`src/rtl/arch_dbg_pkg.sv`:
```
// Shared types and constants for the architectural-state dumper.
package arch_dbg_pkg;

    // Stream word type carried on out_tag_o
    typedef enum logic [1:0] {
        TAG_PC  = 2'd0,
        TAG_REG = 2'd1,
        TAG_MEM = 2'd2,
        TAG_END = 2'd3
    } tag_t;

    // Dump sequencer states
    typedef enum logic [2:0] {
        ST_IDLE     = 3'd0,
        ST_EMIT_PC  = 3'd1,
        ST_REG_RD   = 3'd2,
        ST_REG_OUT  = 3'd3,
        ST_MEM_RD   = 3'd4,
        ST_MEM_OUT  = 3'd5,
        ST_EMIT_END = 3'd6
    } state_t;

    // Trigger filtering modes
    localparam int MODE_ALL       = 0;
    localparam int MODE_PC_CHANGE = 1;

endpackage

```
`src/rtl/arch_state_dumper_dump_out_reg.sv`:
```
// Output holding register: one tagged word with valid/ready hold behaviour.
module dump_out_reg
    import arch_dbg_pkg::*;
#(
    parameter int DATA_W = 32
) (
    input  logic              i_clk,
    input  logic              i_rst_n,
    input  logic              i_load,
    input  tag_t              i_tag,
    input  logic [7:0]        i_idx,
    input  logic [DATA_W-1:0] i_data,
    input  logic              i_ready,
    output logic              o_valid,
    output tag_t              o_tag,
    output logic [7:0]        o_idx,
    output logic [DATA_W-1:0] o_data,
    output logic              o_fire
);

    logic              r_valid;
    tag_t              r_tag;
    logic [7:0]        r_idx;
    logic [DATA_W-1:0] r_data;

    // Load a new word (takes priority), otherwise drop valid after a handshake
    always_ff @(posedge i_clk or negedge i_rst_n) begin
        if (!i_rst_n) begin
            r_valid <= 1'b0;
            r_tag   <= TAG_PC;
            r_idx   <= '0;
            r_data  <= '0;
        end else if (i_load) begin
            r_valid <= 1'b1;
            r_tag   <= i_tag;
            r_idx   <= i_idx;
            r_data  <= i_data;
        end else if (r_valid && i_ready) begin
            r_valid <= 1'b0;
        end
    end

    assign o_valid = r_valid;
    assign o_tag   = r_tag;
    assign o_idx   = r_idx;
    assign o_data  = r_data;
    assign o_fire  = r_valid & i_ready;

endmodule

```
`src/rtl/arch_state_dumper.sv`:
```
// Architectural-state tracer: on retire, streams PC, a register window and a
// memory window as tagged words over valid/ready.
module arch_state_dumper
    import arch_dbg_pkg::*;
#(
    parameter int DATA_W    = 32,
    parameter int NUM_REGS  = 32,
    parameter int MEM_AW    = 8,
    parameter int MEM_BASE  = 0,
    parameter int MEM_WORDS = 32,
    parameter int MODE      = MODE_ALL
) (
    input  logic              clk_i,
    input  logic              rst_i,
    input  logic              trig_i,
    input  logic [DATA_W-1:0] pc_i,
    output logic [4:0]        dbg_reg_addr_o,
    input  logic [DATA_W-1:0] dbg_reg_data_i,
    output logic [MEM_AW-1:0] dbg_mem_addr_o,
    input  logic [DATA_W-1:0] dbg_mem_data_i,
    output logic              out_valid_o,
    input  logic              out_ready_i,
    output logic [1:0]        out_tag_o,
    output logic [7:0]        out_idx_o,
    output logic [DATA_W-1:0] out_data_o,
    output logic              busy_o,
    output logic [15:0]       drop_cnt_o
);

    localparam logic [7:0]        REG_LAST   = 8'(NUM_REGS - 1);
    localparam logic [7:0]        MEM_LAST   = 8'(MEM_WORDS - 1);
    localparam logic [MEM_AW-1:0] MEM_BASE_A = MEM_AW'(MEM_BASE);

    state_t              r_state, w_next;
    logic [7:0]          r_idx, w_idx_next;
    logic                w_idx_ld, w_reg_addr_ld, w_mem_addr_ld, w_pc_done, w_accept;
    logic                w_load;
    tag_t                w_ld_tag;
    logic [7:0]          w_ld_idx;
    logic [DATA_W-1:0]   w_ld_data;
    logic                w_fire, w_out_valid;
    tag_t                w_out_tag;
    logic [7:0]          w_out_idx;
    logic [DATA_W-1:0]   w_out_data;
    logic [DATA_W-1:0]   r_last_pc;
    logic                r_last_pc_valid;
    logic [4:0]          r_reg_addr;
    logic [MEM_AW-1:0]   r_mem_addr;
    logic [15:0]         r_drop_cnt;

    // State register
    always_ff @(posedge clk_i or negedge rst_i) begin
        if (!rst_i) r_state <= ST_IDLE;
        else        r_state <= w_next;
    end

    // Next state and output-word load control. Each debug read address is
    // registered on the edge entering its RD state; the read data is captured
    // into the output register at the end of that RD cycle, so the word is
    // valid during the following OUT cycle.
    always_comb begin
        w_next        = r_state;
        w_load        = 1'b0;
        w_ld_tag      = TAG_PC;
        w_ld_idx      = '0;
        w_ld_data     = '0;
        w_idx_ld      = 1'b0;
        w_idx_next    = r_idx;
        w_reg_addr_ld = 1'b0;
        w_mem_addr_ld = 1'b0;
        w_pc_done     = 1'b0;
        w_accept      = (MODE != MODE_PC_CHANGE) || !r_last_pc_valid || (pc_i != r_last_pc);
        unique case (r_state)
            ST_IDLE: if (trig_i && w_accept) begin
                w_next    = ST_EMIT_PC;
                w_load    = 1'b1;
                w_ld_tag  = TAG_PC;
                w_ld_data = pc_i;
            end
            ST_EMIT_PC: if (w_fire) begin
                w_next        = ST_REG_RD;
                w_pc_done     = 1'b1;
                w_idx_ld      = 1'b1;
                w_idx_next    = '0;
                w_reg_addr_ld = 1'b1;
            end
            ST_REG_RD: begin
                w_next    = ST_REG_OUT;
                w_load    = 1'b1;
                w_ld_tag  = TAG_REG;
                w_ld_idx  = r_idx;
                w_ld_data = dbg_reg_data_i;
            end
            ST_REG_OUT: if (w_fire) begin
                w_idx_ld = 1'b1;
                if (r_idx == REG_LAST) begin
                    w_idx_next = '0;
                    if (MEM_WORDS == 0) begin
                        w_next   = ST_EMIT_END;
                        w_load   = 1'b1;
                        w_ld_tag = TAG_END;
                    end else begin
                        w_next        = ST_MEM_RD;
                        w_mem_addr_ld = 1'b1;
                    end
                end else begin
                    w_idx_next    = r_idx + 8'd1;
                    w_reg_addr_ld = 1'b1;
                    w_next        = ST_REG_RD;
                end
            end
            ST_MEM_RD: begin
                w_next    = ST_MEM_OUT;
                w_load    = 1'b1;
                w_ld_tag  = TAG_MEM;
                w_ld_idx  = r_idx;
                w_ld_data = dbg_mem_data_i;
            end
            ST_MEM_OUT: if (w_fire) begin
                if (r_idx == MEM_LAST) begin
                    w_next   = ST_EMIT_END;
                    w_load   = 1'b1;
                    w_ld_tag = TAG_END;
                end else begin
                    w_idx_ld      = 1'b1;
                    w_idx_next    = r_idx + 8'd1;
                    w_mem_addr_ld = 1'b1;
                    w_next        = ST_MEM_RD;
                end
            end
            ST_EMIT_END: if (w_fire) w_next = ST_IDLE;
            default: w_next = ST_IDLE;
        endcase
    end

    // Index, debug addresses, last-dumped PC and saturating drop counter
    always_ff @(posedge clk_i or negedge rst_i) begin
        if (!rst_i) begin
            r_idx           <= '0;
            r_reg_addr      <= '0;
            r_mem_addr      <= '0;
            r_last_pc       <= '0;
            r_last_pc_valid <= 1'b0;
            r_drop_cnt      <= '0;
        end else begin
            if (w_idx_ld)      r_idx      <= w_idx_next;
            if (w_reg_addr_ld) r_reg_addr <= w_idx_next[4:0];
            if (w_mem_addr_ld) r_mem_addr <= MEM_BASE_A + MEM_AW'(w_idx_next);
            if (w_pc_done) begin
                r_last_pc       <= w_out_data;
                r_last_pc_valid <= 1'b1;
            end
            if (trig_i && (r_state != ST_IDLE) && (r_drop_cnt != 16'hFFFF))
                r_drop_cnt <= r_drop_cnt + 16'd1;
        end
    end

    dump_out_reg #(.DATA_W(DATA_W)) u_out (
        .i_clk   (clk_i),
        .i_rst_n (rst_i),
        .i_load  (w_load),
        .i_tag   (w_ld_tag),
        .i_idx   (w_ld_idx),
        .i_data  (w_ld_data),
        .i_ready (out_ready_i),
        .o_valid (w_out_valid),
        .o_tag   (w_out_tag),
        .o_idx   (w_out_idx),
        .o_data  (w_out_data),
        .o_fire  (w_fire)
    );

    assign out_valid_o    = w_out_valid;
    assign out_tag_o      = w_out_tag;
    assign out_idx_o      = w_out_idx;
    assign out_data_o     = w_out_data;
    assign dbg_reg_addr_o = r_reg_addr;
    assign dbg_mem_addr_o = r_mem_addr;
    assign busy_o         = (r_state != ST_IDLE);
    assign drop_cnt_o     = r_drop_cnt;

endmodule

```
`config.mk`:
```
export PLATFORM = sky130hd
export DESIGN_NAME = arch_state_dumper
export DESIGN_NICKNAME = d
export VERILOG_FILES = /design/src/rtl/arch_dbg_pkg.sv /design/src/rtl/arch_state_dumper_dump_out_reg.sv /design/src/rtl/arch_state_dumper.sv
export SDC_FILE = /design/constraint.sdc
export NUM_CORES = 1
export LEC_CHECK = 0
export ABC_AREA = 1
export ABC_CLOCK_PERIOD_IN_PS = 2200
export BUFFER_PORTS_ARGS = -buffer_cell sky130_fd_sc_hd__clkbuf_2
export CORE_ASPECT_RATIO = 0.7
export CORE_MARGIN = 1.5
export CORE_UTILIZATION = 48
export DETAILED_ROUTE_END_ITERATION = 8
export PLACE_DENSITY = 0.83
export RECOVER_POWER = 50
export SYNTH_ARGS = -nofsm -noshare
export SYNTH_HDL_FRONTEND = slang
export SYNTH_SLANG_ARGS = --single-unit
export TNS_END_PERCENT = 10
```
`constraint.sdc`:
```
create_clock -name clk_i -period 2.2 [get_ports clk_i]
set_clock_uncertainty 0.15 [all_clocks]
set_input_delay 0.44 -clock clk_i [delete_from_list [all_inputs] [get_ports clk_i]]
set_output_delay 0.44 -clock clk_i [all_outputs]
set_load 0.1 [all_outputs]
```
==> results of run 1 <==
[through the flow]
step / hold WS [ns] / utilization
after CTS: 0.148 / 0.660
after detailed placement: 0.260 / 0.618
after floorplan: -0.00559 / -
after global routing: 0.160 / 0.663
final: 0.159 / 0.663
after global placement: 0.253 / 0.618
[cell families after synthesis]
kind of cell / after synthesis / share of synthesized area
and+or+nand+nor: 244 / 0.247
AOI/OAI and AO/OA: 101 / 0.152
xor gates and xnor gates: 14 / 0.0294
buffers and inverters: 56 / 0.0639
DFF: 83 / 0.498
adders and majority gates: 3 / 0.00900
[synth_stat cells (all sizes together)]
cell and instances:
nand3 21, o211ai 1, clkinv 1, o22ai 1, a21o 1, nand4 7, nand2 176, dfrtp 83
clkbuf 2, nor3 6, a21oi 37, nor2 33, nand3b 1, ha 3, xor2 14, inv 39
buf 14, a22o 32, o21ai 29
[worst max-delay path, cell delays in order, from the launching register on]
cell and delay (ns):
dfrtp_1 0.61, nor2_1 0.14, nand2_2 0.13, buf_4 0.31
[worst paths after layout]
kind,startpoint,to,slack [ns],depth (start not counted)
setup / recovery,r_state[0],busy_o,0.09,3
hold / removal,dbg_reg_data_i[22],u_out.o_data[22],0.16,3
setup reg to reg,r_idx[0],u_out.o_idx[1],0.15,10
hold reg to reg,u_out.o_data[8],u_out.o_data[8],0.32,2
max in group asynchronous,rst_i,u_out.o_data[5],0.33,3
min in group asynchronous,rst_i,dbg_mem_addr_o[3],0.57,2
[registers in the layout (all words and copies together) (netlist names)]
| register | cells |
|---|---|
| dbg_mem_addr_o | 8 |
| dbg_reg_addr_o | 5 |
| drop_cnt_o | 16 |
| r_idx | 8 |
| r_state | 3 |
| u_out.o_data | 32 |
| u_out.o_idx | 8 |
| u_out.o_tag | 2 |
| u_out.o_valid | 1 |
[metal layers]
layer  share of wire  track usage  routed length, um  vias to the layer above
li1                -            -                  -                     2019
met1            0.44        0.337               5410                     2009
met2            0.48        0.422               5910                      169
met3           0.067       0.0552                821                       12
met4           0.010       0.0663                126                        0
met5               0            0                  0                        -
[placed cells by master (no fill, tap or decap), types with 7 or more instances in the layout]
| cell type | count |
|---|---|
| buf_4 | 8 |
| nor2_1 | 29 |
| a21oi_1 | 37 |
| nand3_1 | 18 |
| xor2_1 | 14 |
| a22o_1 | 32 |
| dfrtp_2 | 9 |
| dfrtp_1 | 74 |
| o21ai_0 | 22 |
| clkbuf_2 | 172 |
| inv_1 | 36 |
| nand2_1 | 169 |
| clkbuf_16 | 9 |
| nand4_1 | 7 |
[timing repair]
item / 4_1_cts / 5_1_grt
pin swaps: 1 / 3
gates cloned: 1 / 3
endpoints found under the setup margin: 6 / 46
hold endpoints to repair: 28 / 0
hold buffers: 1 / 0
resized for setup: 0 / 5
[area by class of cell]
cell class / count / area [um2]
fillers: 730 / 2840
multi-input cells: 366 / 1880
inverters: 40 / 155
well taps: 120 / 150
flip-flops and latches: 83 / 2090
repair buffers: 185 / 982
clock inverters: 7 / 116
clock buffers: 9 / 225
==> out/metrics.yaml, run 1 <==
wl_per_cell_um: 15.2
fmax_ghz: 0.474
synthCells: 501
maxCapViolCount: 0
min_path_type: "input pin to register"
final_nets: 788
grt_pass1_vias: 3720
ys_seq_elements: 83
numCtsBuffers: 9
htreeDepth: 3
antenna_found_initial: 0
place_congestion: 0.941
place_inst: 789
vias_per_cell: 5.20
routed_wirelength_um: 12300
final_cells: 810
clkLatencyLatePin_ns: 0.33
synthTopCellsByArea: "dfrtp_1 (50%), nand2_1 (15%), a22o_1 (6.7%)"
cts_root_buf: "clkbuf_16"
cts_tree: "built"
die_h_um: 81.0
n_antenna_cell: 0
worstPathRequired_ns: 1.61
path_clk_slew_ns: 0.06
worst_pin_slew_ns: 0.789
critical_path_class: "register to output pin"
grt_pass1_wl_um: 18100
drive_gt1_frac: 0.336
post-route-drc-count: 0
ys_warn_count: 0
place_ws_ns: -0.0128
clockBufferDepth: 2
synth_nets: 604
synth.distinct_cells: 30
yosys.area.top_type_share: 0.498
finalSetupViolations: 0
hold_viol_final: 0
status: "finished, final reports clean"
place_hpwl_um: 8690
dpl-instance-area_mm2: 0.00522
cp_max_fo: 10
final_cell_area_mm2: 0.00560
cp-end-kind: "output pin"
rsz0062_at_grt: "yes"
slew_viol_final: 0
num_io_pins: 173
area_growth_syn_to_layout_pct: 34.2
grt_max_degree: 44
postRouteAntennaNets: 0
rows: 28
post-cts-setup-buffers: 0
vias: 4209
setup_ws_ns: 0.0885
ys_seq_area_frac: 0.498
initial_utilization: 0.494
setup_tns_ns: 0
synth_largest_area_cell: "dfrtp_1"
track_usage: 0.253
grt-ovfl-total: 0
dieArea_mm2: 0.00927
period_share: 0.960
critPathArrivalTime_ns: 1.52
start_kind: "register"
synth.avg_cell_area_um2: 8.33
drt-pass1-iter-count: 6
core_mm2: 0.00844
dieWidth_um: 114
clock-sinks: 83
drt-initial-drc-count: 384
slew_headroom: 0.474
port_buffers: 172
syn_area_mm2: 0.00417
fin_crit_ns: 2.11
Power of run 1 is not shown: default switching activity piles up to over one toggle a cycle in this logic, so the estimate is an artifact.
==> run 2: changes to the inputs <==
Settings changed: PLACE_DENSITY 0.83 to 0.87.
==> out/metrics.yaml, run 2 (synthesis results as in run 1) <==
status: "finished, final reports clean"
drt-initial-drc-count: 330  # -14%
num_io_pins: 173  # unchanged
vias: 4169  # -0.95%
wl_per_cell_um: 14.3  # -5.3%
period_share: 0.914  # -0.0454
final_nets: 782  # -0.76%
post-cts-setup-buffers: 0  # unchanged
path_clk_slew_ns: 0.06  # about the same
cp_top_family: "flip-flops"
cp_max_fo: 9  # -1
postRouteAntennaNets: 0  # unchanged
fmax_ghz: 0.497  # +5.0%
slew_headroom: 0.445  # -0.0288
dieArea_mm2: 0.00927  # unchanged
place_congestion: 0.927  # -1.4%
path_cells: "nor2_1 > nand2_2 > buf_4"
n_antenna_cell: 0  # unchanged
cts_root_buf: "clkbuf_16"
clkLatencyLatePin_ns: 0.33  # about the same
largest_reg_flops: 32  # unchanged
holdWs_ns: 0.163  # +0.00440 ns
setup_tns_ns: 0  # unchanged
post-route-drc-count: 0  # unchanged
vias_per_cell: 5.19  # -0.21%
crit_buf_inv: 1  # unchanged
drt-pass1-iter-count: 5  # -1
antenna_found_initial: 0  # unchanged
clockBufferDepth: 2  # unchanged
htreeDepth: 3  # unchanged
critical-path-max-stage-delay_ns: 0.53  # -0.08 ns
worst_hold_path.num_cells: 3  # unchanged
fillers: 708  # -3.0%
layout_common_cells: "clkbuf_2 (171), nand2_1 (169), dfrtp_1 (74)"
dieWidth_um: 114  # unchanged
grt-ovfl-total: 0  # unchanged
port_buffers: 172  # unchanged
critical_path_class: "register to output pin"
routed_wirelength_um: 11500  # -6.0%
r2r_cells: 10  # unchanged
track_usage: 0.250  # -0.00260
clock-sinks: 83  # unchanged
dpl-instance-area_mm2: 0.00522  # about the same
slowest_stage: "dfrtp_1"
worstPathRequired_ns: 1.61  # about the same
cp-end-kind: "output pin"
slew_viol_final: 0  # unchanged
finalSetupViolations: 0  # unchanged
start_kind: "register"
maxCapViolCount: 0  # unchanged
grt_max_degree: 36  # -18%
final_common_cell: "clkbuf_2"
worst_pin_slew_ns: 0.833  # +0.0431 ns
drive_gt1_frac: 0.330  # -0.00582
cts_tree: "built"
seq_area_mm2: 0.00209  # unchanged
critPathArrivalTime_ns: 1.42  # -0.10 ns
core_mm2: 0.00844  # unchanged
fin_crit_ns: 2.01  # -0.0999 ns
place_hpwl_um: 8740  # +0.59%
rsz0062_at_grt: "no"
initial_utilization: 0.494  # unchanged
die_h_um: 81.0  # unchanged
grt_pass1_wl_um: 18100  # -0.34%
grt_pass1_vias: 3848  # +3.4%
area_growth_syn_to_layout_pct: 34.2  # about the same
rows: 28  # unchanged
crit_cells: 3  # unchanged
min_path_type: "input pin to register"
multi_input_area_mm2: 0.00184  # -2.1%
hold_viol_final: 0  # unchanged
final_cell_area_mm2: 0.00560  # about the same
numCtsBuffers: 9  # unchanged
==> run 2: cell count changes in the layout (fill, tap and decap cells not counted), sizes merged <==
cell	delta
clkinvlp	-1
bufinv	+1
nor2	-4
clkinv	-3
clkbuf	+1
==> run 2: path summary, 6_finish.rpt <==
check	endpoint	start	slack [ns]
max	busy_o	r_state[0]	0.19
min in group asynchronous	dbg_mem_addr_o[1]	rst_i	0.59
max reg2reg	r_idx[0]	r_idx[1]	0.20
min reg2reg	u_out.o_data[21]	u_out.o_data[21]	0.32
max in group asynchronous	u_out.o_data[8]	rst_i	0.33
min	u_out.o_data[21]	pc_i[21]	0.16
==> run 2: worst min-delay path: cells and delay by family <==
family          cells  cell delay, ns
compound gates      1            0.05
buf+inv             1            0.08
simple gates        1            0.05
==> run 2: stage by stage <==
step	cells	utilization	setup slack (ns)
2_1_floorplan	501	-	-0.126
3_3_place_gp	787	0.618	0.319
3_5_place_dp	787	0.618	0.175
4_1_cts	804	0.663	0.158
5_1_grt	804	0.663	0.0121
6_report	804	0.663	0.188
==> run 2: layout make-up <==
type,count,area share
clock inverters,4,0.0215
inverters,40,0.0277
well taps,120,0.0268
flip-flops and latches,83,0.373
clock buffers,12,0.0458
multi-input cells,362,0.329
repair buffers,183,0.176
==> run 2: timing repair <==
| action | 4_1_cts | 5_1_grt |
|---|---|---|
| gates resized for setup | 0 | 4 |
| endpoints found under the hold margin | 33 | 0 |
| endpoints found under the setup margin | 0 | 13 |
| hold buffers | 1 | 0 |
==> run 2: layer usage <==
layer	routed length (um)	vias to the layer above	GRT usage
met3	763	24	0.0649
met1	5000	1945	0.322
met2	5570	191	0.416
li1	-	2009	-
met4	200	0	0.0838
met5	0	-	0
Power of run 2 is left out for the same reason.
